==> src/rtl/button_debounce.sv <==
// rtl/button_debounce.sv - pushbutton debouncer: 2-FF sync, stability counter, 4-state FSM
// Define DEBOUNCE_TOGGLE_EN to make d_o toggle on each accepted press instead of following the level.
module button_debounce #(
   parameter int STABLE_CNT = 1000000,
   parameter int CNT_W      = 20
) (
   input  logic clk_i,
   input  logic rst_i,
   input  logic btn_i,
   output logic d_o,
   output logic pulse_o
);

   typedef enum logic [1:0] {
      IDLE        = 2'd0,
      PRESS_CHK   = 2'd1,
      HELD        = 2'd2,
      RELEASE_CHK = 2'd3
   } state_t;

   localparam logic [CNT_W-1:0] CNT_LAST = CNT_W'(STABLE_CNT - 1);

   logic             s0_q, s1_q;
   state_t           state_q, state_d;
   logic [CNT_W-1:0] cnt_q, cnt_d;
   logic             d_q, d_d;
   logic             pulse_q, pulse_d;
   logic             press_accept;

   always_ff @(posedge clk_i) begin
      if (rst_i) begin
         s0_q    <= 1'b0;
         s1_q    <= 1'b0;
         state_q <= IDLE;
         cnt_q   <= '0;
         d_q     <= 1'b0;
         pulse_q <= 1'b0;
      end else begin
         s0_q    <= btn_i;
         s1_q    <= s0_q;
         state_q <= state_d;
         cnt_q   <= cnt_d;
         d_q     <= d_d;
         pulse_q <= pulse_d;
      end
   end

   // Any sample disagreeing with the level under qualification restarts from the stable state.
   always_comb begin
      state_d = state_q;
      cnt_d   = cnt_q;
      case (state_q)
         IDLE: begin
            if (s1_q) begin
               state_d = PRESS_CHK;
               cnt_d   = '0;
            end
         end
         PRESS_CHK: begin
            if (!s1_q) begin
               state_d = IDLE;
               cnt_d   = '0;
            end else if (cnt_q == CNT_LAST) begin
               state_d = HELD;
               cnt_d   = '0;
            end else begin
               cnt_d = cnt_q + 1'b1;
            end
         end
         HELD: begin
            if (!s1_q) begin
               state_d = RELEASE_CHK;
               cnt_d   = '0;
            end
         end
         RELEASE_CHK: begin
            if (s1_q) begin
               state_d = HELD;
               cnt_d   = '0;
            end else if (cnt_q == CNT_LAST) begin
               state_d = IDLE;
               cnt_d   = '0;
            end else begin
               cnt_d = cnt_q + 1'b1;
            end
         end
         default: begin
            state_d = IDLE;
            cnt_d   = '0;
         end
      endcase
   end

   always_comb begin
      press_accept = (state_q == PRESS_CHK) && (state_d == HELD);
      pulse_d      = press_accept;
`ifdef DEBOUNCE_TOGGLE_EN
      d_d          = press_accept ? ~d_q : d_q;
`else
      d_d          = (state_d == HELD) || (state_d == RELEASE_CHK);
`endif
   end

   assign d_o     = d_q;
   assign pulse_o = pulse_q;

endmodule

==> config.mk <==
export PLATFORM = sky130hd
export DESIGN_NAME = button_debounce
export DESIGN_NICKNAME = d
export VERILOG_FILES = /design/src/rtl/button_debounce.sv
export SDC_FILE = /design/constraint.sdc
export NUM_CORES = 1
export LEC_CHECK = 0
export ABC_AREA = 1
export CELL_PAD_IN_SITES_DETAIL_PLACEMENT = 2
export CELL_PAD_IN_SITES_GLOBAL_PLACEMENT = 2
export CORE_UTILIZATION = 35
export CTS_BUF_LIST = sky130_fd_sc_hd__clkbuf_4
export CTS_CLUSTER_DIAMETER = 150
export CTS_CLUSTER_SIZE = 10
export DETAILED_ROUTE_END_ITERATION = 10
export DONT_BUFFER_PORTS = 1
export PLACE_DENSITY_LB_ADDON = 0.1
export SYNTH_ARGS = -nofsm -noshare
export SYNTH_HDL_FRONTEND = slang
export SYNTH_SLANG_ARGS = --single-unit
export TNS_END_PERCENT = 10
==> constraint.sdc <==
create_clock -name clk_i -period 2.4 [get_ports clk_i]
set_input_delay 0.36 -clock clk_i [delete_from_list [all_inputs] [get_ports clk_i]]
set_output_delay 0.36 -clock clk_i [all_outputs]
set_load 0.01 [all_outputs]
======== Word level (Yosys, flattened, before mapping) ========
Index checks and enable logic that the tools add are counted.
storage, ports and cells
  memories ................................ 0
  bits in latches ......................... 0
  ROM bits ................................ 0
  flip-flop bits (word level) ............. 26
  output and inout bits ................... 2
  memory bits (writable) .................. 0
  input bits .............................. 3
  word-level logic and storage cells ...... 32
operators by class
  reduce and logical (&&, ||, !) cells .... 4
  multiply operators ...................... 0
  bitwise operators ....................... 0
  eq/ne operators ......................... 8
  order comparisons ....................... 0
  $add $sub $neg .......................... 1
  shifts and indexed selects .............. 0
  mux-type cells .......................... 13
  div/mod/pow operators ................... 0
operators with widths
  cell                   number
  $mux 20                5
  $pmux 20 s4            1
  $add 20x1->20 const B  1
  $eq 20x20->1 const B   1
  $mux 2                 6
  $eq 2x2->1 const B     4
  $pmux 2 s4             1
  $ne 2x2->1 const B     2
  $eq 2x1->1 const B     1
  $logic_not 2->1        1
  $reduce_and 2->1       1
  $logic_and 1x1->1      1
  $logic_or 1x1->1       1

======== Depth between registers and ports, before layout ========
Gate-level depths: netlist of run 1.
  word-level depth ........................ 6
  mapped depth ............................ 10
  mapped depth without buffers ............ 9

======== Worst setup path after synthesis of run 1 ========
No wires, ideal clock.
  kind .................................... register -> register
  start point ............................. reg cnt_q[0]
  end point ............................... reg cnt_q[16]
  stages on the path, launching flop included .. 10
  required time ........................... 2.288 ns
  slack ................................... 0.976 ns
  period minus slack after synthesis ...... 1.424 ns
  library setup time ...................... 0.112 ns
  path buffers ............................ 1
  arrival ................................. 1.312 ns
  path through ............................ dfxtp_1 -> ha_1 -> nand3_4 -> nor2_4 -> nand3_4 -> nand2_2 -> nand2_1 -> nand2_2 -> buf_6 -> nor2_1
between the ends
  longest elaborated chain between the ends .. 4
  elaborated cells on any way between the ends .. 6
  classes of those cells .................. add/sub (1); eq/ne (1); mux (4)
RTL lines
  what                                           RTL line  RTL
  from (decl)                                    25        logic [CNT_W-1:0] cnt_q, cnt_d;
  from (signal assigned)                         42        cnt_q <= cnt_d;
  $add 20x1->20 or $eq 20x20->1 (tied branches)  -
  $mux 20 (*)                                    63, 80
  $mux 20 (on tied branches)                     77, 60
  $pmux 20 s4 (*)                                52        case (state_q)
Every way passes the cells marked *; elsewhere a longest branch is shown, timed or not.
A chain may end at the register's enable or synchronous reset.

======== Worst setup path in the final report of run 1 ========
  start point ............................. reg cnt_q[0]
  end point ............................... reg cnt_q[7]
Same word-level chain as after synthesis.

==> results of run 1 <==
## power groups by stage
stage	registers [mW]	clock network, mW	logic, mW
detailed placement	0.445	0	0.0249
global placement	0.444	0	0.0227
CTS	0.435	0.213	0.0252
global route	0.436	0.227	0.0277
floorplan	0.444	0	0.0202
finish	0.435	0.204	0.0247
## critical path, cell delays in order (launching register included)
cell	delay [ns]
dfxtp_1	0.41
ha_1	0.27
nand3_4	0.15
nor2_4	0.18
nand3_4	0.14
nand2_2	0.10
nand2_1	0.06
nand2_2	0.26
nor2_1	0.08
## flip-flops by register name, summed over array words and instances (netlist names)
name / cells
state_q: 2
pulse_o: 1
s1_q: 1
cnt_q: 20
d_o: 1
s0_q: 1
## cell type report
cell class	count	area, sq um	area share (%)
inverters	28	105	6.99
multi-input cells	160	791	52.6
flip-flops and latches	26	520	34.6
well taps	48	60.1	4.00
clock buffers	3	22.5	1.50
clock inverters	1	3.75	0.250
## through the flow
stage / cells / util [%]
6_report: 266 / 39.6
5_1_grt: 266 / 39.6
4_1_cts: 266 / 39.6
3_5_place_dp: 262 / 38.9
3_3_place_gp: 262 / 38.9
2_1_floorplan: 216 / -
## metal layers
layer | routed length, um | vias to the layer above | track usage [%]
li1 | - | 680 | -
met1 | 1900 | 654 | 26.2
met2 | 2130 | 12 | 40.4
met3 | 99 | 8 | 4.14
met4 | 73 | 0 | 6.65
met5 | 0 | - | 0
## Yosys cell counts
master	instances
a21oi_1	6
buf_4	1
buf_6	1
dfxtp_1	26
ha_1	1
inv_1	23
inv_2	5
nand2_1	60
nand2_2	2
nand3_1	20
nand3_2	1
nand3_4	2
nand3b_1	2
nand4_1	5
nor2_1	38
nor2_2	2
nor2_4	3
nor3_1	3
nor3_4	1
o21ai_0	6
o21bai_1	1
xnor2_1	2
xor2_1	5
## cells by family after synthesis
logic type               synth area share, %
flip-flops                              36.3
AO/OA/AOI/OAI                           4.71
XOR/XNOR                                4.27
adder cells (fa/ha/maj)                0.872
buffers and inverters                   8.63
AND/OR/NAND/NOR                         45.2
## worst max path at each step
stage	endpoint	cells after the start
3_5_place_dp	cnt_q[19]	8
5_1_grt	cnt_q[16]	8
3_3_place_gp	cnt_q[15]	8
2_1_floorplan	cnt_q[16]	9
4_1_cts	cnt_q[7]	8
6_report	cnt_q[7]	8
==> results_dict.tcl, run 1 <==
set metrics [dict create \
    status "finished clean" \
    worst_ep_arrival_time_ns 2.00 \
    syn2layout_area_growth_pct 4.71 \
    grt_antenna_before_repair 0 \
    max_freq_mhz 567 \
    drc 0 \
    io_pins 5 \
    power_mw 0.664 \
    ir_worst_vdd_uv 172 \
    p_clk_share_pct 30.7 \
    cts_tree "done" \
    fin_worst_skew_ns 0.00740 \
    final_common_cell "nand2_1" \
    worstMarginPinSlew_ns 0.495 \
    rsz0062_at_grt "false" \
    min_from "rst_i" \
    power_density_nw_per_um2 442 \
    clock_sinks 26 \
    htreeDepth 1 \
    synth_top_area_share_pct 36.3 \
    hold_path.class "in -> reg" \
    cts_resized 0 \
    dpl_cell_area_sq_um 1480 \
    place.gp.congestion 0.752 \
    timing.rr.start "cnt_q[0]" \
    rrSetupSlack_ns 0.64 \
    end_kind "register" \
    internal-power_mw 0.500 \
    p_leak_nw 0.524 \
    avgSynthCellArea_sq_um 6.64 \
    clk_pin_slew_ns 0.15 \
    p_switching_mw 0.164 \
    synthCells 216 \
    cts_root_buf "clkbuf_4" \
    ant_nets 0 \
    crit_type "reg -> reg" \
    setup_ws_ns 0.637 \
    initial_utilization_pct 37.8 \
    dieArea_sq_um 4360 \
    fillers 478 \
    setup-violations-final 0 \
    track_usage_pct 22.3 \
    yosysTopAreaCell "dfxtp_1" \
    fp.dieW_um 66.0 \
    ctsHoldBuffers 0 \
    overflow 0 \
    startpoint "cnt_q[0]" \
    syn-num-nets 220 \
    tns_ns 0 \
    fp.dieH_um 66.0 \
    design.core.area_sq_um 3800 \
    worstPathRequired_ns 2.64 \
    cp-start-kind "register" \
    maxCapViolCount 0 \
    yosysUniqueCellTypes 23 \
    port_buffers 0 \
    worst-path-max-fanout 12 \
    cts_buffers 3 \
    grt_pass1_wl_um 7150 \
    yosysSeqAreaShare_pct 36.3 \
    fin_crit_ns 1.76 \
    timing.hold.ws_ns 0.0575 \
    post_cts_buffers 0 \
    rr_worst_depth 8 \
    power_frac_comb_pct 3.7 \
    first_pass_iters 4 \
    rows 22 \
    drive_gt1_share_pct 8.72 \
    wl_per_cell_um 15.8 \
    final.period_utilization_pct 73.4 \
    p_seq_share_pct 65.6 \
    hold_path_depth 1 \
    dp_hpwl_um 3270 \
    vias_per_cell 5.09 \
    mostFrequentLayoutCells "60 x nand2_1, 38 x nor2_1, 26 x dfxtp_1" \
    relSlewSlack_pct 66.9 \
    layout.nets 223 \
    clock_latency_ns 0.34 \
    drtIter0Drc 24 \
    route.vias.total 1354 \
    ys_ff_latch 26 \
    clk_path_buf_depth 2 \
    place_ws_ns 0.649 \
    yosys_warnings 0 \
    rr_endpoint "cnt_q[7]" \
    hold_violations 0 \
    grt_pass1_vias 1502 \
    drv_slew 0 \
    diodes 0 \
    final_area_sq_um 1500 \
    synth_area_sq_um 1440 \
    hold_path_end "cnt_q[1]" \
    swShare_pct 24.8 \
    synth_area_leaders "dfxtp_1 36%, nand2_1 16%, nor2_1 9.9%" \
    wirelength_um 4200 \
    grt_max_degree 15 \
]
(Power assumes the default switching activity.)
==> run 2, diff against run 1 <==
- clock period: 2.4 -> 1.8 ns (I/O delays scaled with it)
==> run 2 against run 1 <==
Die area unchanged. Total power rose by 32%. Setup slack lost 0.46 ns. Sequential share of layout area shrank 1.0 points. Cell area up 3.0%. Combinational power increased by 65%. Core utilization is 1.2 points higher. Register-to-register slack worse by 0.46 ns. Sequential power grew 34%. Critical endpoint is now cnt_q[6].
==> results_dict.tcl, run 2 (synthesized netlist as in run 1, its figures left out) <==
set metrics [dict create \
    status "finished clean" \
    wl_per_cell_um 15.9 \
    cts_root_buf "clkbuf_4" \
    relSlewSlack_pct 71.0 \
    end_kind "register" \
    port_buffers 0 \
    clock_sinks 26 \
    worstMarginPinSlew_ns 0.431 \
    setup-violations-final 0 \
    power_mw 0.877 \
    rr_endpoint "cnt_q[6]" \
    ir_worst_vdd_uv 444 \
    drc 0 \
    grt_max_degree 15 \
    place.gp.congestion 0.746 \
    timing.rr.start "cnt_q[0]" \
    cp-start-kind "register" \
    grt_pass1_vias 1484 \
    p_leak_nw 0.543 \
    place_ws_ns 0.0792 \
    diodes 0 \
    max_freq_mhz 617 \
    grt_antenna_before_repair 0 \
    cts_tree "done" \
    hold_violations 0 \
    worst_ep_arrival_time_ns 1.84 \
    setup_ws_ns 0.178 \
    drive_gt1_share_pct 10.8 \
    final.period_utilization_pct 90.1 \
    overflow 0 \
    fp.dieW_um 66.0 \
    io_pins 5 \
    fin_cells 270 \
    cp_common_cell "nand3_4" \
    startpoint "cnt_q[0]" \
    worstPathRequired_ns 2.02 \
    ant_nets 0 \
    clk_path_buf_depth 2 \
    track_usage_pct 22.5 \
    clock_latency_ns 0.32 \
    dp_hpwl_um 3470 \
    design.core.area_sq_um 3800 \
    regMostFlops "cnt_q" \
    drtIter0Drc 67 \
    power_density_nw_per_um2 567 \
    rows 22 \
    worstSetupEndpoint "cnt_q[6]" \
    slowest_stage "dfxtp_1" \
    clk_pin_slew_ns 0.15 \
    largestRegisters "cnt_q (20), state_q (2)" \
    route.vias.total 1363 \
    fin_util_pct 40.7 \
    rsz0062_at_grt "false" \
    syn2layout_area_growth_pct 7.85 \
    hold_path.class "in -> reg" \
    vias_per_cell 5.05 \
    crit_chain "ha_2 > nand3_4 > nor2_4 > nand3_4 > nand2_2 > nand2_1 > nand2_4 > nor2_1" \
    wirelength_um 4300 \
    worst-path-max-fanout 12 \
    dieArea_sq_um 4360 \
    fin_worst_skew_ns 0.00847 \
    mostFrequentLayoutCells "60 x nand2_1, 38 x nor2_1, 26 x dfxtp_1" \
    layout.nets 227 \
    initial_utilization_pct 37.8 \
    final_common_cell "nand2_1" \
    htreeDepth 1 \
    maxCapViolCount 0 \
    slowest_delay_ns 0.42 \
    largest_reg_flops 20 \
    crit_type "reg -> reg" \
    fp.dieH_um 66.0 \
    first_pass_iters 4 \
    grt_pass1_wl_um 7220 \
    dp.cells 265 \
    tns_ns 0 \
    rr_worst_depth 8 \
    rrSetupSlack_ns 0.18 \
    fin_crit_ns 1.62 \
    cts_buffers 3 \
    drv_slew 0 \
]
-- run 2: through the flow --
| step | instance area [sq um] | hold WS (ns) |
|---|---|---|
| 6_report | 1550 | 0.0323 |
| 5_1_grt | 1550 | 0.00605 |
| 4_1_cts | 1540 | 0.0146 |
| 3_5_place_dp | 1500 | 0.344 |
| 3_3_place_gp | 1500 | 0.342 |
| 2_1_floorplan | 1440 | 0.339 |
-- run 2: metal layers --
metal	part of all wire [%]	global-route usage, %	vias to the layer above
met5	0	0	-
met4	0.51	3.19	0
met3	1.0	3.62	2
met2	49	40.3	7
met1	49	28.5	663
li1	-	-	691
-- run 2: timing repair --
item                                   4_1_cts  5_1_grt
hold buffers                                 1        0
endpoints found under the hold margin        3        0
buffers inserted                             0        0
gates resized for setup                      0        3
setup endpoints to repair                    0       10
-- run 2: final cells by class --
cell class              instances  area, sq um
clock inverters                 1         3.75
repair buffers                  4         32.5
clock buffers                   3         22.5
flip-flops and latches         26          520
multi-input cells             160          803
inverters                      28          105
well taps                      48         60.1
fillers                       464         2250
-- run 2: worst min-delay path by stage --
stage	from	end	slack (ns)	cells past startpoint
detailed placement	rst_i	s0_q	0.34	1
finish	btn_i	s0_q	0.03	2
global route	btn_i	s0_q	0.006	2
floorplan	rst_i	cnt_q[1]	0.34	1
CTS	btn_i	s0_q	0.01	2
global placement	rst_i	s0_q	0.34	1
-- run 2: critical path: cells and delay by family (launching register included) --
family | cells | cell delay, ns
adder cells (fa/ha/maj) | 1 | 0.25
flip-flops | 1 | 0.42
AND/OR/NAND/NOR | 7 | 0.85
-- run 2: where the power goes --
part / switching [mW] / internal [mW]
Combinational: 0.0298 / 0.0110
Sequential: 0.00217 / 0.578
Clock: 0.175 / 0.0812
Total: 0.207 / 0.671
==> run 3, diff against run 2 <==
- CORE_UTILIZATION: 35 -> 36
- SETUP_SLACK_MARGIN: not set -> 0.05
==> run 3 against run 2 <==
Total power up 1.1%. First-iteration DRC count down 52%. Cell area up 1.4%. Cell count up 0.74%. Count of clock-buffer cells in the layout unchanged. Flip-flop and latch count unchanged. Non-clock buffer count up 2. Sequential share of layout area down 0.22 points. Critical path depth unchanged. Core utilization up 1.2 points. Hold slack better by 0.049 ns. Critical endpoint is now cnt_q[7]. Highest routed layer unchanged.
==> results_dict.tcl, run 3 (synthesized netlist as in run 1, its figures left out) <==
set metrics [dict create \
    worstPathRequired_ns 2.02 \
    clock_sinks 26 \
    max_freq_mhz 625 \
    fillers 478 \
    rows 22 \
    first_pass_iters 4 \
    cts_buffers 3 \
    fp.dieH_um 65.1 \
    grt_antenna_before_repair 0 \
    grt_pass1_wl_um 7800 \
    grt_pass1_vias 1555 \
    dpl_cell_area_sq_um 1510 \
    track_usage_pct 24.6 \
    clk_path_buf_depth 2 \
    design.core.area_sq_um 3740 \
    fin_crit_ns 1.60 \
    cts_root_buf "clkbuf_4" \
    worst-path-max-fanout 12 \
    hold_violations 0 \
    regArea_sq_um 524 \
    drv_slew 0 \
    crit_type "reg -> reg" \
    wirelength_um 4670 \
    port_buffers 0 \
    initial_utilization_pct 38.3 \
    fin_worst_skew_ns 0.0107 \
    wl_per_cell_um 17.2 \
    dp_hpwl_um 3660 \
    final.period_utilization_pct 88.9 \
    htreeDepth 1 \
    critPathBufInv 0 \
    final_area_sq_um 1570 \
    diodes 0 \
    slowest_delay_ns 0.39 \
    cp-start-kind "register" \
    p_leak_nw 0.554 \
    cp_common_cell "nand3_4" \
    place.gp.congestion 0.771 \
    cts_tree "done" \
    dieArea_sq_um 4240 \
    multi_input_area_sq_um 803 \
    ant_nets 0 \
    crit_chain "ha_2 > nand3_4 > nor2_4 > nand3_4 > nand2_2 > nand2_1 > nand2_4 > nor2_1" \
    vias_per_cell 5.25 \
    clk_pin_slew_ns 0.15 \
    io_pins 5 \
    worst_ep_arrival_time_ns 1.83 \
    ir_worst_vdd_uv 236 \
    syn2layout_area_growth_pct 9.33 \
    slowest_stage "dfxtp_2" \
    layout.nets 229 \
    maxCapViolCount 0 \
    largest_reg_flops 20 \
    grt_max_degree 15 \
    route.vias.total 1429 \
    drtIter0Drc 32 \
    largestRegisters "cnt_q (20), state_q (2)" \
    fp.dieW_um 65.1 \
    final_common_cell "nand2_1" \
    drive_gt1_share_pct 12.1 \
    clock_latency_ns 0.33 \
    hold_path.class "in -> reg" \
    worstMarginPinSlew_ns 0.378 \
    setup-violations-final 0 \
    status "finished clean" \
    power_density_nw_per_um2 565 \
    regMostFlops "cnt_q" \
    rsz0062_at_grt "false" \
    timing.hold.ws_ns 0.0815 \
    relSlewSlack_pct 74.6 \
    mostFrequentLayoutCells "60 x nand2_1, 38 x nor2_1, 23 x inv_1, 23 x dfxtp_1, 20 x nand3_1" \
    drc 0 \
    overflow 0 \
    end_kind "register" \
    crit_family "simple AND/OR/NAND/NOR gates" \
    tns_ns 0 \
]
run 3: path summary, 6_finish.rpt:
path	from	to	slack (ns)	depth (start not counted)
worst min-delay path	rst_i	cnt_q[2]	0.08	3
worst max-delay path	cnt_q[1]	cnt_q[7]	0.20	8
worst max register to register	cnt_q[1]	cnt_q[7]	0.20	8
worst min register to register	s0_q	s1_q	0.45	2
run 3: final cells by class:
cell class,instances,area share (%)
Clock buffer,3,1.44
Timing Repair Buffer,6,3.19
Clock inverter,1,0.239
Multi-Input combinational cell,160,51.2
Inverter,28,6.70
Sequential cell,26,33.4
Tap cell,48,3.83
run 3: stage by stage:
| stage | setup WS, ns | utilization (%) | cells | power, mW |
|---|---|---|---|---|
| floorplan | 0.376 | - | 216 | 0.619 |
| global placement | 0.240 | 40.2 | 266 | 0.628 |
| detailed placement | 0.0612 | 40.2 | 266 | 0.630 |
| CTS | 0.102 | 41.3 | 271 | 0.895 |
| global route | 0.0970 | 41.9 | 272 | 0.923 |
| finish | 0.199 | 41.9 | 272 | 0.887 |
run 3: what timing repair did:
item	in CTS	in global routing
resized for setup	1	6
hold buffers	1	1
endpoints found under the setup margin	5	13
endpoints found under the hold margin	3	1
setup buffers	0	0
run 3: worst min-delay path, stage by stage:
cell     delay (ns)
nor2_1         0.02
nand2_1        0.06
inv_1          0.04
run 3: routing by layer:
layer	part of all wire (%)	GRT usage, %	vias to the layer above
met3	1.9	4.17	4
li1	-	-	696
met5	0	0	-
met1	47	30.6	710
met4	0.64	5.43	0
met2	50	44.1	19
run 3: report_power, final:
part	total, mW	internal, mW	switching, mW
registers	0.581	0.578	0.00231
clock network	0.263	0.0814	0.181
logic	0.0432	0.0124	0.0309
==> edit 1: new RTL, settings of run 3 <==
The parameter `CNT_W` goes from 20 to 16.
--- a/src/rtl/button_debounce.sv
+++ b/src/rtl/button_debounce.sv
@@ -2,7 +2,7 @@
 // Define DEBOUNCE_TOGGLE_EN to make d_o toggle on each accepted press instead of following the level.
 module button_debounce #(
    parameter int STABLE_CNT = 1000000,
-   parameter int CNT_W      = 20
+   parameter int CNT_W      = 16
 ) (
    input  logic clk_i,
    input  logic rst_i,
Formal check against the unedited RTL: same outputs for any inputs over 10 cycles, from zero or initial values and one cycle with rst_i high; that may be too few to reach the edited logic, so the function may still have changed.
==> edit 1 against run 3 <==
  * Cell area fell by 16%
  * Largest power group unchanged
  * Clock skew fell by 0.0014 ns
  * Routed wire length fell by 19%
  * Count of clock-buffer cells in the layout did not move
  * Synthesized cell count fell by 11%
  * Largest cell class unchanged
  * Synthesized area fell by 15%
  * Clock power fell by 8.4%
  * Worst setup slack got worse by 0.028 ns
  * Power fell by 14%
  * Sequential cell count fell by 4
  * Critical path type unchanged
==> edit 1: results <==
export IMPL_run_status="completed"
export IMPL_fillers=404
export IMPL_n_multi_input_combinational_cell=142
export IMPL_clock_sinks=22
export IMPL_regArea_sq_um=440
export IMPL_synth_common_cells="nand2_1 (57), nor2_1 (31), inv_1 (24), dfxtp_1 (22)"
export IMPL_dp_cells=234
export IMPL_cpMaxStageDelayCell="dfxtp_1"
export IMPL_synth_area_top_cells="dfxtp_1 (36%), nand2_1 (18%), nor2_1 (9.5%)"
export IMPL_grt_usage=0.233
export IMPL_yosysSeqAreaShare=0.361
export IMPL_ir_drop_v=0.000473
export IMPL_min_path_cells=1
export IMPL_synth_fp_nets=197
export IMPL_drt_iter0_markers=40
export IMPL_inverters=26
export IMPL_drive_above_1_share=0.0923
export IMPL_dp_final_hpwl_um=2800
export IMPL_ys_types=24
export IMPL_synth_area_per_cell_sq_um=6.32
export IMPL_grt_first_pass_wirelength_um=6150
export IMPL_top_regs="cnt_q (16), state_q (2)"
export IMPL_timing_slew_headroom=0.702
export IMPL_clkTransAtPathRegs_ns=0.13
export IMPL_worstPathArrival_ns=1.86
export IMPL_buffers_excl_clock=2
export IMPL_period_share=0.905
export IMPL_fin_hold_ws_ns=0.00772
export IMPL_via_per_inst=5.12
export IMPL_crit_fanout=7
export IMPL_area_growth_pct=8.10
export IMPL_grt_max_degree=13
export IMPL_vias=1223
export IMPL_reg2reg_to="cnt_q[3]"
export IMPL_gp_congestion=0.791
edit 1: timing repair:
| action | CTS | global route |
|---|---|---|
| gates resized for setup | 1 | 5 |
| setup endpoints to repair | 1 | 16 |
| hold endpoints to repair | 3 | 2 |
| hold buffers | 1 | 1 |
edit 1: power breakdown:
part / switching [mW] / internal, mW / total [mW]
Clock: 0.162 / 0.0785 / 0.241
Combinational: 0.0242 / 0.00884 / 0.0330
Sequential: 0.00168 / 0.490 / 0.491
Total: 0.188 / 0.577 / 0.765
edit 1: cells by family after synthesis:
logic type,Yosys count,share of synthesized area
AO/OA/AOI/OAI,24,0.107
XOR/XNOR,3,0.0277
adder cells (fa/ha/maj),1,0.0103
buffers and inverters,29,0.0933
flip-flops,22,0.361
AND/OR/NAND/NOR,114,0.401
edit 1: per-layer routing:
metal / global-route usage / up-vias / wire, um
li1: - / 606 / -
met1: 0.298 / 597 / 1700
met2: 0.416 / 15 / 1960
met3: 0.0195 / 5 / 66
met4: 0.0598 / 0 / 45
met5: 0 / - / 0
==> edit 2: new RTL, settings of run 3 <==
Without the edit above. Register the output `pulse_o` once more; this adds one clock of latency there. The other outputs are not delayed to match.
--- a/src/rtl/button_debounce.sv
+++ b/src/rtl/button_debounce.sv
@@ -102,7 +102,9 @@
    end
 
    assign d_o     = d_q;
-   assign pulse_o = pulse_q;
+   always_ff @(posedge clk_i) begin
+      pulse_o <= pulse_q;
+   end
 
 endmodule
 
Function: no difference found for any inputs over 10 cycles, from zero or initial values and one cycle with rst_i high; that may be too few to reach the edited logic, so the function may still have changed.
==> edit 2 against run 3 <==
  * Power rose by 5.1%
  * Clock power rose by 10%
  * Cell area rose by 0.16%
  * Sequential cell count rose by 1
  * Non-clock buffer count fell by 3
  * Combinational power fell by 10%
  * Routed wire length fell by 8.5%
  * Maximum frequency fell by 2.3%
  * Final cell count fell by 0.74%
  * Global-route usage fell by 1.7 points
  * Synthesized area rose by 1.4%
  * Worst setup slack got worse by 0.038 ns
  * Largest power group unchanged
==> edit 2: results <==
export IMPL_first_pass_iters=4
export IMPL_io_buffers=0
export IMPL_async_flop_share=0
export IMPL_nNetsFinal=227
export IMPL_dp_final_hpwl_um=3370
export IMPL_timing_slew_headroom=0.797
export IMPL_numCtsBuffers=3
export IMPL_synth_mux_area_frac=0
export IMPL_fillers=469
export IMPL_multi_input_area_sq_um=811
export IMPL_grt_first_pass_wirelength_um=7400
export IMPL_max_stage_delay_ns=0.41
export IMPL_htree_num_levels=1
export IMPL_drive_above_1_share=0.113
export IMPL_synth_compound_area_share=0.0464
export IMPL_drt_iter0_markers=31
export IMPL_cts_buffer_depth=2
export IMPL_cpMaxStageDelayCell="dfxtp_1"
export IMPL_synth_main_ff_cell="dfxtp_1"
export IMPL_worstPathArrival_ns=1.92
export IMPL_antennaDiodeCount=0
export IMPL_wire_per_inst_um=15.8
export IMPL_cellLeakagePower_nw=0.558
export IMPL_ir_drop_v=0.000312
export IMPL_clkTransAtPathRegs_ns=0.15
export IMPL_hold_path_class="in -> reg"
export IMPL_grt_max_degree=15
export IMPL_antenna_found_initial=0
export IMPL_via_per_inst=5.06
export IMPL_synthXorXnorAreaFrac=0.0421
export IMPL_grt_pass1_vias=1531
export IMPL_clk_latency_ns=0.33
export IMPL_place_area_sq_mm=0.00151
export IMPL_crit_fanout=5
export IMPL_synth_fa_ha_area_frac=0.00860
export IMPL_clock_root_buffer="clkbuf_4"
export IMPL_hold_viol=0
export IMPL_fin_skew_ns=0.00609
export IMPL_ys_warn_count=0
export IMPL_synth_area_top_cells="dfxtp_1 (37%), nand2_1 (15%), nor2_1 (9.8%)"
export IMPL_ys_types=23
export IMPL_synth_fp_nets=221
export IMPL_yosysSeqAreaShare=0.371
export IMPL_run_status="completed"
export IMPL_crit_family="simple AND/OR/NAND/NOR gates"
export IMPL_top_regs="cnt_q (20), state_q (2)"
export IMPL_grt_usage=0.229
export IMPL_synth_common_cells="nand2_1 (60), nor2_1 (38), dfxtp_1 (27), inv_1 (23), nand3_1 (20)"
export IMPL_gp_congestion=0.753
## edit 2: changes by cell type after synthesis, sizes merged
cell | before | now
dfxtp | 26 | 27
## edit 2: worst register-to-register path, stage by stage, from the launching register on
cell and delay (ns):
dfxtp_1 0.41, ha_1 0.26, nand3_4 0.14, nor2_2 0.17
nand3_2 0.17, nor2_4 0.17, nand2_1 0.06, nand2_1 0.06
nand2_1 0.05, nor2_1 0.09
## edit 2: logic make-up after synthesis
kind of cell | count (synthesis)
AND/OR/NAND/NOR | 139
XOR/XNOR | 7
buffers and inverters | 30
AO/OA/AOI/OAI | 13
adder cells (fa/ha/maj) | 1
flip-flops | 27
## edit 2: per-layer routing
metal  global-route usage  routed length (um)
met2                0.411                2060
met5                    0                   0
met4               0.0489                  29
met1                0.281                2110
met3               0.0417                  80
## edit 2: where the power goes
group	switching (mW)	leakage [nW]	internal [mW]	total, mW
clock network	0.188	0.0184	0.102	0.290
logic	0.0292	0.322	0.00963	0.0388
registers	0.00202	0.218	0.601	0.603
total	0.219	0.558	0.712	0.932
## edit 2: final timing paths
| kind | cells past startpoint | slack, ns | start | to |
|---|---|---|---|---|
| setup reg to reg | 9 | 0.16 | cnt_q[1] | cnt_q[14] |
| hold reg to reg | 0 | 0.35 | pulse_q | pulse_o |
| setup / recovery | 9 | 0.16 | cnt_q[1] | cnt_q[14] |
| hold / removal | 2 | 0.03 | btn_i | s0_q |
## edit 2: layout make-up
type,instances,area share
multi-input cells,160,0.516
well taps,48,0.0382
flip-flops and latches,27,0.344
inverters,28,0.0669
clock buffers,4,0.0191
repair buffers,3,0.0159
## edit 2: metrics by stage
stage / cells / hold WS, ns / power (mW) / worst slack [ns] / util
floorplan: 217 / 0.310 / 0.642 / 0.376 / -
global placement: 265 / 0.316 / 0.648 / 0.212 / 0.401
detailed placement: 265 / 0.323 / 0.650 / 0.125 / 0.401
CTS: 270 / 0.0136 / 0.941 / 0.0824 / 0.411
global route: 270 / 0.0327 / 0.972 / 0.0400 / 0.417
finish: 270 / 0.0340 / 0.932 / 0.162 / 0.417
## edit 2: timing repair
action / CTS / global route
hold endpoints to repair: 3 / 0
setup buffers: 0 / 0
resized for setup: 0 / 4
endpoints found under the setup margin: 0 / 12
hold buffers: 1 / 0
